### src/rtl/rv_timer_lite_pkg.sv
// Shared register offsets, reset values and register-file type for the
// machine-timer peripheral.
package rv_timer_lite_pkg;

  localparam logic [7:0] TIMER_CTRL_OFFSET        = 8'h00;
  localparam logic [7:0] TIMER_PRESCALE_OFFSET    = 8'h04;
  localparam logic [7:0] TIMER_STEP_OFFSET        = 8'h08;
  localparam logic [7:0] TIMER_MTIME_LO_OFFSET    = 8'h10;
  localparam logic [7:0] TIMER_MTIME_HI_OFFSET    = 8'h14;
  localparam logic [7:0] TIMER_MTIMECMP_LO_OFFSET = 8'h18;
  localparam logic [7:0] TIMER_MTIMECMP_HI_OFFSET = 8'h1C;
  localparam logic [7:0] TIMER_INTR_ENABLE_OFFSET = 8'h20;
  localparam logic [7:0] TIMER_INTR_STATE_OFFSET  = 8'h24;
  localparam logic [7:0] TIMER_INTR_TEST_OFFSET   = 8'h28;

  localparam int unsigned TIMER_STEP_RST = 1;

  typedef struct packed {
    logic        active;
    logic        intr_enable;
    logic        intr_state;
    logic [63:0] mtime;
    logic [63:0] mtimecmp;
  } timer_regs_t;

  localparam timer_regs_t TIMER_REGS_RST = '{
    active:      1'b0,
    intr_enable: 1'b0,
    intr_state:  1'b0,
    mtime:       64'h0,
    mtimecmp:    {64{1'b1}}
  };

  // Merge a 32-bit write into an existing word, byte by byte.
  function automatic logic [31:0] apply_be(input logic [31:0] old_val,
                                           input logic [31:0] wdata,
                                           input logic [3:0]  be);
    logic [31:0] res;
    res = old_val;
    for (int i = 0; i < 4; i++) begin
      if (be[i]) res[8*i +: 8] = wdata[8*i +: 8];
    end
    return res;
  endfunction

endpackage

### src/rtl/rv_timer_lite_tick.sv
// Prescaled tick generator: counts 0..prescale while active and pulses
// tick on the terminal count.
module rv_timer_lite_tick #(
  parameter int PRESCALE_W = 12
) (
  input  logic                  i_clk,
  input  logic                  i_rst,
  input  logic                  i_active,
  input  logic                  i_clr,
  input  logic [PRESCALE_W-1:0] i_prescale,
  output logic                  o_tick
);

  logic [PRESCALE_W-1:0] r_cnt;

  assign o_tick = i_active && (r_cnt == i_prescale);

  always_ff @(posedge i_clk) begin
    if (i_rst) begin
      r_cnt <= '0;
    end else if (i_clr || !i_active || o_tick) begin
      r_cnt <= '0;
    end else begin
      r_cnt <= r_cnt + PRESCALE_W'(1);
    end
  end

endmodule

### src/rtl/rv_timer_lite.sv
// Machine-timer peripheral: register decode, 64-bit mtime counter,
// mtimecmp compare and the level timer interrupt.
module rv_timer_lite
  import rv_timer_lite_pkg::*;
#(
  parameter int PRESCALE_W = 12,
  parameter int STEP_W     = 8
) (
  input  logic        clk_i,
  input  logic        rst_i,
  input  logic        re_i,
  input  logic        we_i,
  input  logic [7:0]  addr_i,
  input  logic [31:0] wdata_i,
  input  logic [3:0]  be_i,
  output logic [31:0] rdata_o,
  output logic        error_o,
  output logic        intr_timer_o
);

  timer_regs_t           r_regs;
  logic [PRESCALE_W-1:0] r_prescale;
  logic [STEP_W-1:0]     r_step;

  logic [7:0]  w_addr;
  logic        w_unused_addr;
  logic        w_mapped;
  logic [31:0] w_rdata;
  logic        w_tick;
  logic        w_expired;
  logic        w_bit0;
  logic        w_mtime_wr;
  logic        w_prescale_wr;
  logic        w_intr_test_set;
  logic        w_intr_clear;

  assign w_addr        = {addr_i[7:2], 2'b00};
  assign w_unused_addr = ^addr_i[1:0];
  assign w_bit0        = wdata_i[0] & be_i[0];

  assign w_mtime_wr      = we_i && (w_addr == TIMER_MTIME_LO_OFFSET ||
                                    w_addr == TIMER_MTIME_HI_OFFSET);
  assign w_prescale_wr   = we_i && (w_addr == TIMER_PRESCALE_OFFSET);
  assign w_intr_test_set = we_i && (w_addr == TIMER_INTR_TEST_OFFSET) && w_bit0;
  assign w_intr_clear    = we_i && (w_addr == TIMER_INTR_STATE_OFFSET) && w_bit0;
  assign w_expired       = (r_regs.mtime >= r_regs.mtimecmp);

  rv_timer_lite_tick #(
    .PRESCALE_W (PRESCALE_W)
  ) u_tick (
    .i_clk      (clk_i),
    .i_rst      (rst_i),
    .i_active   (r_regs.active),
    .i_clr      (w_prescale_wr),
    .i_prescale (r_prescale),
    .o_tick     (w_tick)
  );

  always_comb begin
    w_mapped = 1'b1;
    w_rdata  = 32'h0;
    case (w_addr)
      TIMER_CTRL_OFFSET:        w_rdata = {31'h0, r_regs.active};
      TIMER_PRESCALE_OFFSET:    w_rdata = 32'(r_prescale);
      TIMER_STEP_OFFSET:        w_rdata = 32'(r_step);
      TIMER_MTIME_LO_OFFSET:    w_rdata = r_regs.mtime[31:0];
      TIMER_MTIME_HI_OFFSET:    w_rdata = r_regs.mtime[63:32];
      TIMER_MTIMECMP_LO_OFFSET: w_rdata = r_regs.mtimecmp[31:0];
      TIMER_MTIMECMP_HI_OFFSET: w_rdata = r_regs.mtimecmp[63:32];
      TIMER_INTR_ENABLE_OFFSET: w_rdata = {31'h0, r_regs.intr_enable};
      TIMER_INTR_STATE_OFFSET:  w_rdata = {31'h0, r_regs.intr_state};
      TIMER_INTR_TEST_OFFSET:   w_rdata = 32'h0;
      default:                  w_mapped = 1'b0;
    endcase
  end

  always_ff @(posedge clk_i) begin
    if (rst_i) begin
      r_regs       <= TIMER_REGS_RST;
      r_prescale   <= '0;
      r_step       <= STEP_W'(TIMER_STEP_RST);
      rdata_o      <= 32'h0;
      error_o      <= 1'b0;
      intr_timer_o <= 1'b0;
    end else begin
      if (re_i) begin
        rdata_o <= w_mapped ? w_rdata : 32'h0;
        error_o <= ~w_mapped;
      end else if (we_i) begin
        rdata_o <= 32'h0;
        error_o <= ~w_mapped;
      end

      intr_timer_o <= r_regs.intr_state & r_regs.intr_enable;

      // A software mtime write suppresses the whole increment, carry included.
      if (w_tick && !w_mtime_wr) begin
        r_regs.mtime <= r_regs.mtime + 64'(r_step);
      end

      if (we_i) begin
        case (w_addr)
          TIMER_CTRL_OFFSET: begin
            if (be_i[0]) r_regs.active <= wdata_i[0];
          end
          TIMER_PRESCALE_OFFSET: begin
            for (int i = 0; i < PRESCALE_W; i++) begin
              if (be_i[i/8]) r_prescale[i] <= wdata_i[i];
            end
          end
          TIMER_STEP_OFFSET: begin
            for (int i = 0; i < STEP_W; i++) begin
              if (be_i[i/8]) r_step[i] <= wdata_i[i];
            end
          end
          TIMER_MTIME_LO_OFFSET:
            r_regs.mtime[31:0] <= apply_be(r_regs.mtime[31:0], wdata_i, be_i);
          TIMER_MTIME_HI_OFFSET:
            r_regs.mtime[63:32] <= apply_be(r_regs.mtime[63:32], wdata_i, be_i);
          TIMER_MTIMECMP_LO_OFFSET:
            r_regs.mtimecmp[31:0] <= apply_be(r_regs.mtimecmp[31:0], wdata_i, be_i);
          TIMER_MTIMECMP_HI_OFFSET:
            r_regs.mtimecmp[63:32] <= apply_be(r_regs.mtimecmp[63:32], wdata_i, be_i);
          TIMER_INTR_ENABLE_OFFSET: begin
            if (be_i[0]) r_regs.intr_enable <= wdata_i[0];
          end
          default: ;
        endcase
      end

      // Hardware set beats a same-cycle write-1-to-clear.
      if (w_expired || w_intr_test_set) begin
        r_regs.intr_state <= 1'b1;
      end else if (w_intr_clear) begin
        r_regs.intr_state <= 1'b0;
      end
    end
  end

endmodule

### config.mk
export PLATFORM = sky130hd
export DESIGN_NAME = rv_timer_lite
export DESIGN_NICKNAME = d
export VERILOG_FILES = /design/src/rtl/rv_timer_lite_pkg.sv /design/src/rtl/rv_timer_lite_tick.sv /design/src/rtl/rv_timer_lite.sv
export SDC_FILE = /design/constraint.sdc
export NUM_CORES = 1
export LEC_CHECK = 0
export ABC_AREA = 1
export CORE_UTILIZATION = 40
export DETAILED_ROUTE_END_ITERATION = 6
export PLACE_DENSITY = 0.54
export SYNTH_ARGS = -nofsm -noshare
export SYNTH_HDL_FRONTEND = slang
export SYNTH_SLANG_ARGS = --single-unit
### constraint.sdc
create_clock -name clk_i -period 3.62 [get_ports clk_i]
set_input_delay 0.362 -clock clk_i [delete_from_list [all_inputs] [get_ports clk_i]]
set_output_delay 0.362 -clock clk_i [all_outputs]
set_load 0.05 [all_outputs]
==> results of run 1 <==
cell families (layout without fill, tap and decap cells):
| logic type | Yosys count | after routing |
|---|---|---|
| XOR/XNOR | 30 | 30 |
| AO/OA/AOI/OAI | 415 | 415 |
| adder cells (fa/ha/maj) | 74 | 74 |
| buffers and inverters | 364 | 410 |
| flip-flops | 197 | 197 |
| AND/OR/NAND/NOR | 1175 | 1175 |
sequential cells by signal (all words and copies together), names as in the netlist:
signal,flops
r_step,8
u_tick.r_cnt,12
error_o,1
rdata_o,32
r_prescale,12
r_regs,131
intr_timer_o,1
Yosys cell counts (3+ instances only):
library cell / instances / area, µm²
clkbuf_1: 53 / 198.9
nand3_1: 137 / 685.7
o221ai_1: 7 / 61.31
nor2_2: 6 / 37.54
xnor2_1: 10 / 87.58
o22ai_1: 45 / 281.5
nor2_1: 181 / 679.4
xor2_1: 20 / 175.2
buf_2: 21 / 105.1
inv_2: 5 / 18.77
buf_1: 7 / 26.28
a21oi_2: 49 / 429.2
o21ai_0: 120 / 600.6
nand3_2: 3 / 30.03
a21oi_1: 101 / 505.5
a21o_1: 3 / 22.52
nor3_1: 13 / 65.06
o21bai_1: 3 / 22.52
buf_6: 7 / 78.83
ha_1: 73 / 913.4
nand4_1: 33 / 206.5
o21ai_1: 6 / 30.03
nand3b_1: 4 / 30.03
o2111ai_1: 6 / 52.55
nand2_1: 782 / 2935
o211ai_1: 64 / 480.5
inv_1: 270 / 1013
dfxtp_1: 197 / 3944
per-stage QoR:
| stage | power, mW | setup WS, ps | hold slack [ps] |
|---|---|---|---|
| finish | 4.642 | 618.3 | 322.0 |
| global route | 4.781 | 304.5 | 322.6 |
| CTS | 4.677 | 664.3 | 301.5 |
| detailed placement | 2.527 | 680.1 | 439.9 |
| global placement | 2.526 | 694.6 | 429.7 |
| floorplan | 2.380 | 1364 | 417.3 |
path summary, 6_finish.rpt:
kind                                   from            to  slack [ps]  cells after the start
worst min-delay path                  rst_i    r_regs[40]         320                      3
worst max register to register   r_regs[64]    r_regs[96]         620                     15
worst max-delay path             r_regs[64]    r_regs[96]         620                     15
worst min register to register  r_regs[129]  intr_timer_o         450                      2
final cells by class:
| type | instances | area, µm² |
|---|---|---|
| clock buffers | 21 | 440.4 |
| clock inverters | 11 | 200.2 |
| fillers | 3752 | 18670 |
| inverters | 276 | 1036 |
| multi-input cells | 1694 | 8602 |
| flip-flops and latches | 197 | 3944 |
| well taps | 455 | 569.3 |
| repair buffers | 102 | 998.5 |
tightest hold or removal path: stages:
cell,delay (ps)
buf_4,110
inv_2,140
o211ai_1,130
power by group through the flow:
stage / Combinational [mW] / Sequential (mW) / Clock, mW
floorplan: 0.129 / 2.25 / 0
global placement: 0.281 / 2.24 / 0
detailed placement: 0.283 / 2.24 / 0
CTS: 0.284 / 2.19 / 2.20
global route: 0.307 / 2.19 / 2.28
finish: 0.285 / 2.19 / 2.16
metal layers:
layer  global-route usage (%)  part of all wire, %  routed length, µm
met1                    38.81                   46              24010
met2                    50.47                   47              24960
met4                    9.243                  2.3               1234
met3                    3.596                  4.6               2397
met5                        0                    0                  0
==> key figures, run 1 <==
Timing
  – RSZ-0062 raised after global routing: false
  – Slew headroom: approximately 28%
  – Worst slew pin tran: around 1100 ps
  – Fin crit period: 3002 ps
  – Setup TNS: 0 ps
  – Final hold vios: 0
  – Fin crit share: 82.92%
  – FMAX: 333.1 MHz
  – Final Max Slew Viols: 0
  – Final Skew: between 10 and 15 ps
  – Setup violations, final: 0

Routing
  – Mean routed wirelength per cell: approximately 19 µm
  – Post-route ant nets: 0
  – Routed vias: 14810
  – WL final: around 53000 µm
  – Post-route DRC: 1
  – First drt pass iteration count: 7
  – Vias per std cell: 5.373
  – Initial DRC count: 1074

Die
  – Row Count: 68
  – I/O pin total: slightly above 80
  – Initial core utilization: 40.57%
  – Die area: 35700 µm²
  – Vert. Die Dim: ~190 µm
  – Die width: 189.0 µm
  – Core area: 34460 µm²

Clock network
  – Maximum root-to-sink buffer count: 2
  – Root buffer cell: clkbuf_16
  – Clk_lat worst skew: 470 ps
  – Clk slew on worst S/H paths: 70 ps
  – CTS tree: yes
  – CTS sink count: around 200
  – Post-CTS Resized: 0
  – Setup repair bufs after CTS: 0
  – CTS Hold Bufs: 0
  – Total CTS buffers: 17
  – CTS H-tree depth: 4

Placed design
  – Gpl congestion: around 1.0
  – Hpwl dp: roughly 40000 µm
  – Port Buffer Count: 79
  – Cell Area, Placed: between 15000 and 20000 µm²
  – Placed instance count: about 2700

Status
  – Outcome: finished with violations
  – Failing checks: design-rule violations

Setup path
  – Crit end category: flip-flop
  – Crit-path slowest cell: fa_1
  – Startpoint class of the critical path: flip-flop
  – CP required: 3950 ps
  – Critical path class: reg -> reg
  – Critical path's top delay family: simple AND/OR/NAND/NOR gates
  – Crit-path max FO: 6
  – Critical path's largest stage delay: 400 ps
  – Cell breakdown of the critical path: ha_1 -> inv_1 -> fa_1 -> inv_1 -> nand3_1 -> nand3_1 -> nand2_1 -> nand2_1 -> nand3_1 -> o21ai_0 -> nand2_1 -> nand2_1 -> nand3_1 -> nand2_1 -> a21oi_2
  – CP Buf/Inv Count: 2
  – Worst EP arrival: between 3000 and 4000 ps
  – CP dominant cell by count: nand2_1

Job
  – MaxCap Viol Count: 0

Layout
  – Final cell count without fillers: about 2800
  – Fin nets: about 2400
  – Commonest cells after routing, fill and taps aside: 782 x nand2_1, 269 x inv_1, 197 x dfxtp_1
  – Commonest non-fill, non-tap cell in the layout: nand2_1
  – Finished Core Util: between 40% and 50%
  – Layout cell share with drive strength beyond 1: 5.476%
  – Area grow syn2layout: 12.94%
  – Ant. Diodes: 0
  – Post-layout instance area: 15790 µm²

Synth
  – Top_reg_cell synth: dfxtp_1
  – Mapped cell area: 13980 µm²
  – Synth cell types: slightly below 50
  – Avg Cell Area, Syn: 6.200 µm²
  – Multiplexer area fraction after synthesis: 0%
  – Combinational family with the most area after synthesis: simple AND/OR/NAND/NOR gates
  – XOR/XNOR Fraction of Synth Area: under 10%
  – FF+latch count, synth: a little under 200
  – Yosys warns: 0
  – Post-Syn Nets: roughly 2400
  – Asr flop ratio synth: 0%
  – Cells after Synth: 2255
  – Post-synth EDFFs: 0
  – Adder-cell share of the synthesized area: 6.676%
  – Synth Area in Simple Gates: 34.51%
  – Register area share after synthesis: 28.21%
  – Compound-Gate Fraction of Synth Area: 18.39%

Global routing
  – Initial antenna violation count: 0
  – Total grt overflow: 0
  – Vias in the first global route: between 10000 and 15000
  – Pin count of the biggest net entering global routing: 67
  – First-pass GRT wire length: ~81000 µm
  – Gr usage total: ~30%

Power and ir drop
  – Clock power share: 46.6%
  – Worst vdd ir: 0.4105 mV
  – Switch share: 24.55%
  – Pwr Density: approximately 300 nW/µm²
  – P_int: 3.503 mW
  – Reg power frac: 47.3%
  – Combinational share of power: between 6 and 7%
  – Pleak: 7.082 nW
  – P_sw: 1.139 mW

Worst hold path
  – Worst Hold Class: in -> reg
(Power assumes the default switching activity.)
==> run 2: changes to the inputs <==
--- a/config.mk
+++ b/config.mk
@@ -8,7 +8,7 @@
 export ABC_AREA = 1
 export CORE_UTILIZATION = 40
 export DETAILED_ROUTE_END_ITERATION = 6
-export PLACE_DENSITY = 0.54
+export PLACE_DENSITY = 0.56
 export SYNTH_ARGS = -nofsm -noshare
 export SYNTH_HDL_FRONTEND = slang
 export SYNTH_SLANG_ARGS = --single-unit
==> constraint.sdc (replaced) <==
create_clock -name clk_i -period 2.7 [get_ports clk_i]
set_input_delay 0.27 -clock clk_i [delete_from_list [all_inputs] [get_ports clk_i]]
set_output_delay 0.27 -clock clk_i [all_outputs]
set_load 0.05 [all_outputs]
==> run 2 against run 1 <==
  * The flow now finishes without violations
  * Register-to-register slack lost 430 ps
  * Maximum frequency grew 19%
  * Non-clock buffer count grew 49
  * Cell count grew 1.8%
  * Power grew 27%
  * Sequential power grew 34%
  * Combinational power grew 40%
  * Via count grew 0.91%
  * First-iteration DRC count grew 4.0%
  * Clock skew grew 7.6 ps
  * Critical endpoint is now r_regs[92]
  * Highest routed layer unchanged
==> key figures, run 2 (synthesis gave the netlist of run 1 again) <==
Status
  – Outcome: finished clean

Die
  – Initial core utilization: 40.57% (unchanged)
  – Die area: 35700 µm² (unchanged)
  – Die width: 189.0 µm (unchanged)
  – Row Count: 68 (unchanged)
  – I/O pin total: 82 (unchanged)
  – Vert. Die Dim: 189.0 µm (unchanged)
  – Core area: 34460 µm² (unchanged)

Global routing
  – Initial antenna violation count: 0 (unchanged)
  – Vias in the first global route: 14360 (+4.9%)
  – Gr usage total: 29.95% (+0.32 points)
  – Pin count of the biggest net entering global routing: 102 (+52%)
  – First-pass GRT wire length: 81990 µm (+1.6%)
  – Total grt overflow: 0 (unchanged)

Timing
  – RSZ-0062 raised after global routing: false
  – Setup violations, final: 0 (unchanged)
  – Final hold vios: 0 (unchanged)
  – Final Skew: 18.12 ps (+7.589 ps)
  – Worst slew pin tran: 1027 ps (-52.82 ps)
  – Final Max Slew Viols: 0 (unchanged)
  – Setup TNS: 0 ps (unchanged)
  – Fin crit share: 93.17% (+10 points)
  – Slew headroom: 31.28% (+3.5 points)
  – FMAX: 397.5 MHz (+19%)
  – Fin crit period: 2516 ps (-486.0 ps)

Setup path
  – Critical path's largest stage delay: 390 ps (about the same)
  – Startpoint class of the critical path: flip-flop
  – Cell count of the worst reg-to-reg path: 14 (-1)
  – Crit end category: flip-flop
  – CP dominant cell by count: nand2_1
  – Critical path class: reg -> reg
  – CP required: 3020 ps (-930 ps)
  – Worst EP arrival: 2830 ps (-500 ps)
  – Cell breakdown of the critical path: ha_1 -> inv_1 -> fa_1 -> inv_1 -> nand3_1 -> nand3_2 -> nand3_1 -> nand2_1 -> nand2_1 -> xnor2_1 -> nand2_1 -> nand3_1 -> nand2_1 -> a21oi_2
  – Crit-path max FO: 6 (unchanged)
  – Crit-path slowest cell: fa_1

Worst hold path
  – WHS Path Cells: 3 (unchanged)
  – Worst Hold Class: in -> reg

Placed design
  – Port Buffer Count: 79 (unchanged)
  – Gpl congestion: 0.9644 (-5.4%)
  – Hpwl dp: 40860 µm (+1.4%)

Power and ir drop
  – Combinational share of power: 6.8% (+0.7 points)
  – P_int: 4.359 mW (+24%)
  – Clock power share: 43.4% (-3.2 points)
  – Tot Pwr: 5.901 mW (+27%)
  – Switch share: 26.13% (+1.6 points)
  – Pwr Density: 365.0 nW/µm² (+24%)
  – Reg power frac: 49.8% (+2.5 points)
  – P_sw: 1.542 mW (+35%)
  – Worst vdd ir: 0.4498 mV (+9.6%)
  – Pleak: 7.333 nW (+3.5%)

Layout
  – Layout cell share with drive strength beyond 1: 7.702% (+2.2 points)
  – Ant. Diodes: 0 (unchanged)
  – Max reg flops: 131 (unchanged)
  – Fill cells: 3656 (-2.6%)
  – Fin nets: 2459 (+2.0%)
  – Biggest register: r_regs
  – Commonest cells after routing, fill and taps aside: 782 x nand2_1, 269 x inv_1, 197 x dfxtp_1
  – Finished Core Util: 46.92% (+1.1 points)
  – Top Registers: r_regs x131, rdata_o x32
  – Area grow syn2layout: 15.64%
  – Commonest non-fill, non-tap cell in the layout: nand2_1

Clock network
  – Clk_lat worst skew: 470 ps (about the same)
  – Maximum root-to-sink buffer count: 2 (unchanged)
  – CTS Hold Bufs: 0 (unchanged)
  – CTS sink count: 197 (unchanged)
  – CTS H-tree depth: 4 (unchanged)
  – Setup repair bufs after CTS: 0 (unchanged)
  – CTS tree: yes
  – Total CTS buffers: 17 (unchanged)
  – Clk slew on worst S/H paths: 80 ps (about the same)
  – Root buffer cell: clkbuf_16

Routing
  – WL final: 52510 µm (-0.17%)
  – Initial DRC count: 1117 (+4.0%)
  – Post-route DRC: 0 (-1)
  – Vias per std cell: 5.327 (-0.85%)
  – Mean routed wirelength per cell: 18.72 µm (-1.9%)
  – Post-route ant nets: 0 (unchanged)
  – First drt pass iteration count: 6 (-1)
  – Routed vias: 14940 (+0.91%)

Job
  – MaxCap Viol Count: 0 (unchanged)
## run 2: path summary, 6_finish.rpt
kind	endpoint	startpoint	slack, ps
setup / recovery	r_regs[92]	r_regs[64]	180
hold / removal	intr_timer_o	rst_i	350
setup reg to reg	r_regs[92]	r_regs[64]	180
hold reg to reg	u_tick.r_cnt[0]	u_tick.r_cnt[0]	450
## run 2: repair_timing
item,CTS,global route
resized for setup,0,2
setup endpoints to repair,0,7
endpoints found under the hold margin,0,0
## run 2: cell type report
cell class | instances | area (µm²) | share of cell area, %
Timing Repair Buffer | 151 | 1441 | 8.915
Clock buffer | 18 | 439.2 | 2.716
Multi-Input combinational cell | 1694 | 8612 | 53.27
Inverter | 276 | 1036 | 6.408
Tap cell | 455 | 569.3 | 3.521
Sequential cell | 197 | 3944 | 24.39
Clock inverter | 14 | 126.4 | 0.7816
## run 2: per-stage QoR
step,area (µm²),hold WS (ps),std cells,setup WS (ps)
5_1_grt,16170,393.1,2805,10.23
4_1_cts,16160,332.9,2805,120.5
2_1_floorplan,13980,400.4,2255,444.4
3_3_place_gp,15590,427.3,2773,176.2
6_report,16170,351.0,2805,184.3
3_5_place_dp,15590,441.6,2773,158.2
## run 2: routing by layer
layer  GRT usage (%)  wire length [µm]  up-vias
li1                -                 -     7509
met1           38.57             23520     6890
met2           50.68             24640      446
met3           3.299              2448       98
met4           12.47              1899        0
met5               0                 0        -
## run 2: power by group through the flow
stage	clock network (mW)	logic (mW)	registers (mW)
6_report	2.56	0.399	2.94
2_1_floorplan	0	0.173	3.02
5_1_grt	2.73	0.430	2.94
3_3_place_gp	0	0.393	3.01
4_1_cts	2.63	0.397	2.94
3_5_place_dp	0	0.395	3.01
## run 2: critical path: cells and delay by family, from the launching register on
kind	cells	cell delay (ps)
compound gates	1	50
fa+ha+maj	2	590
simple gates	8	1060
buf+inv	2	150
flops	1	370
xor+xnor	1	150
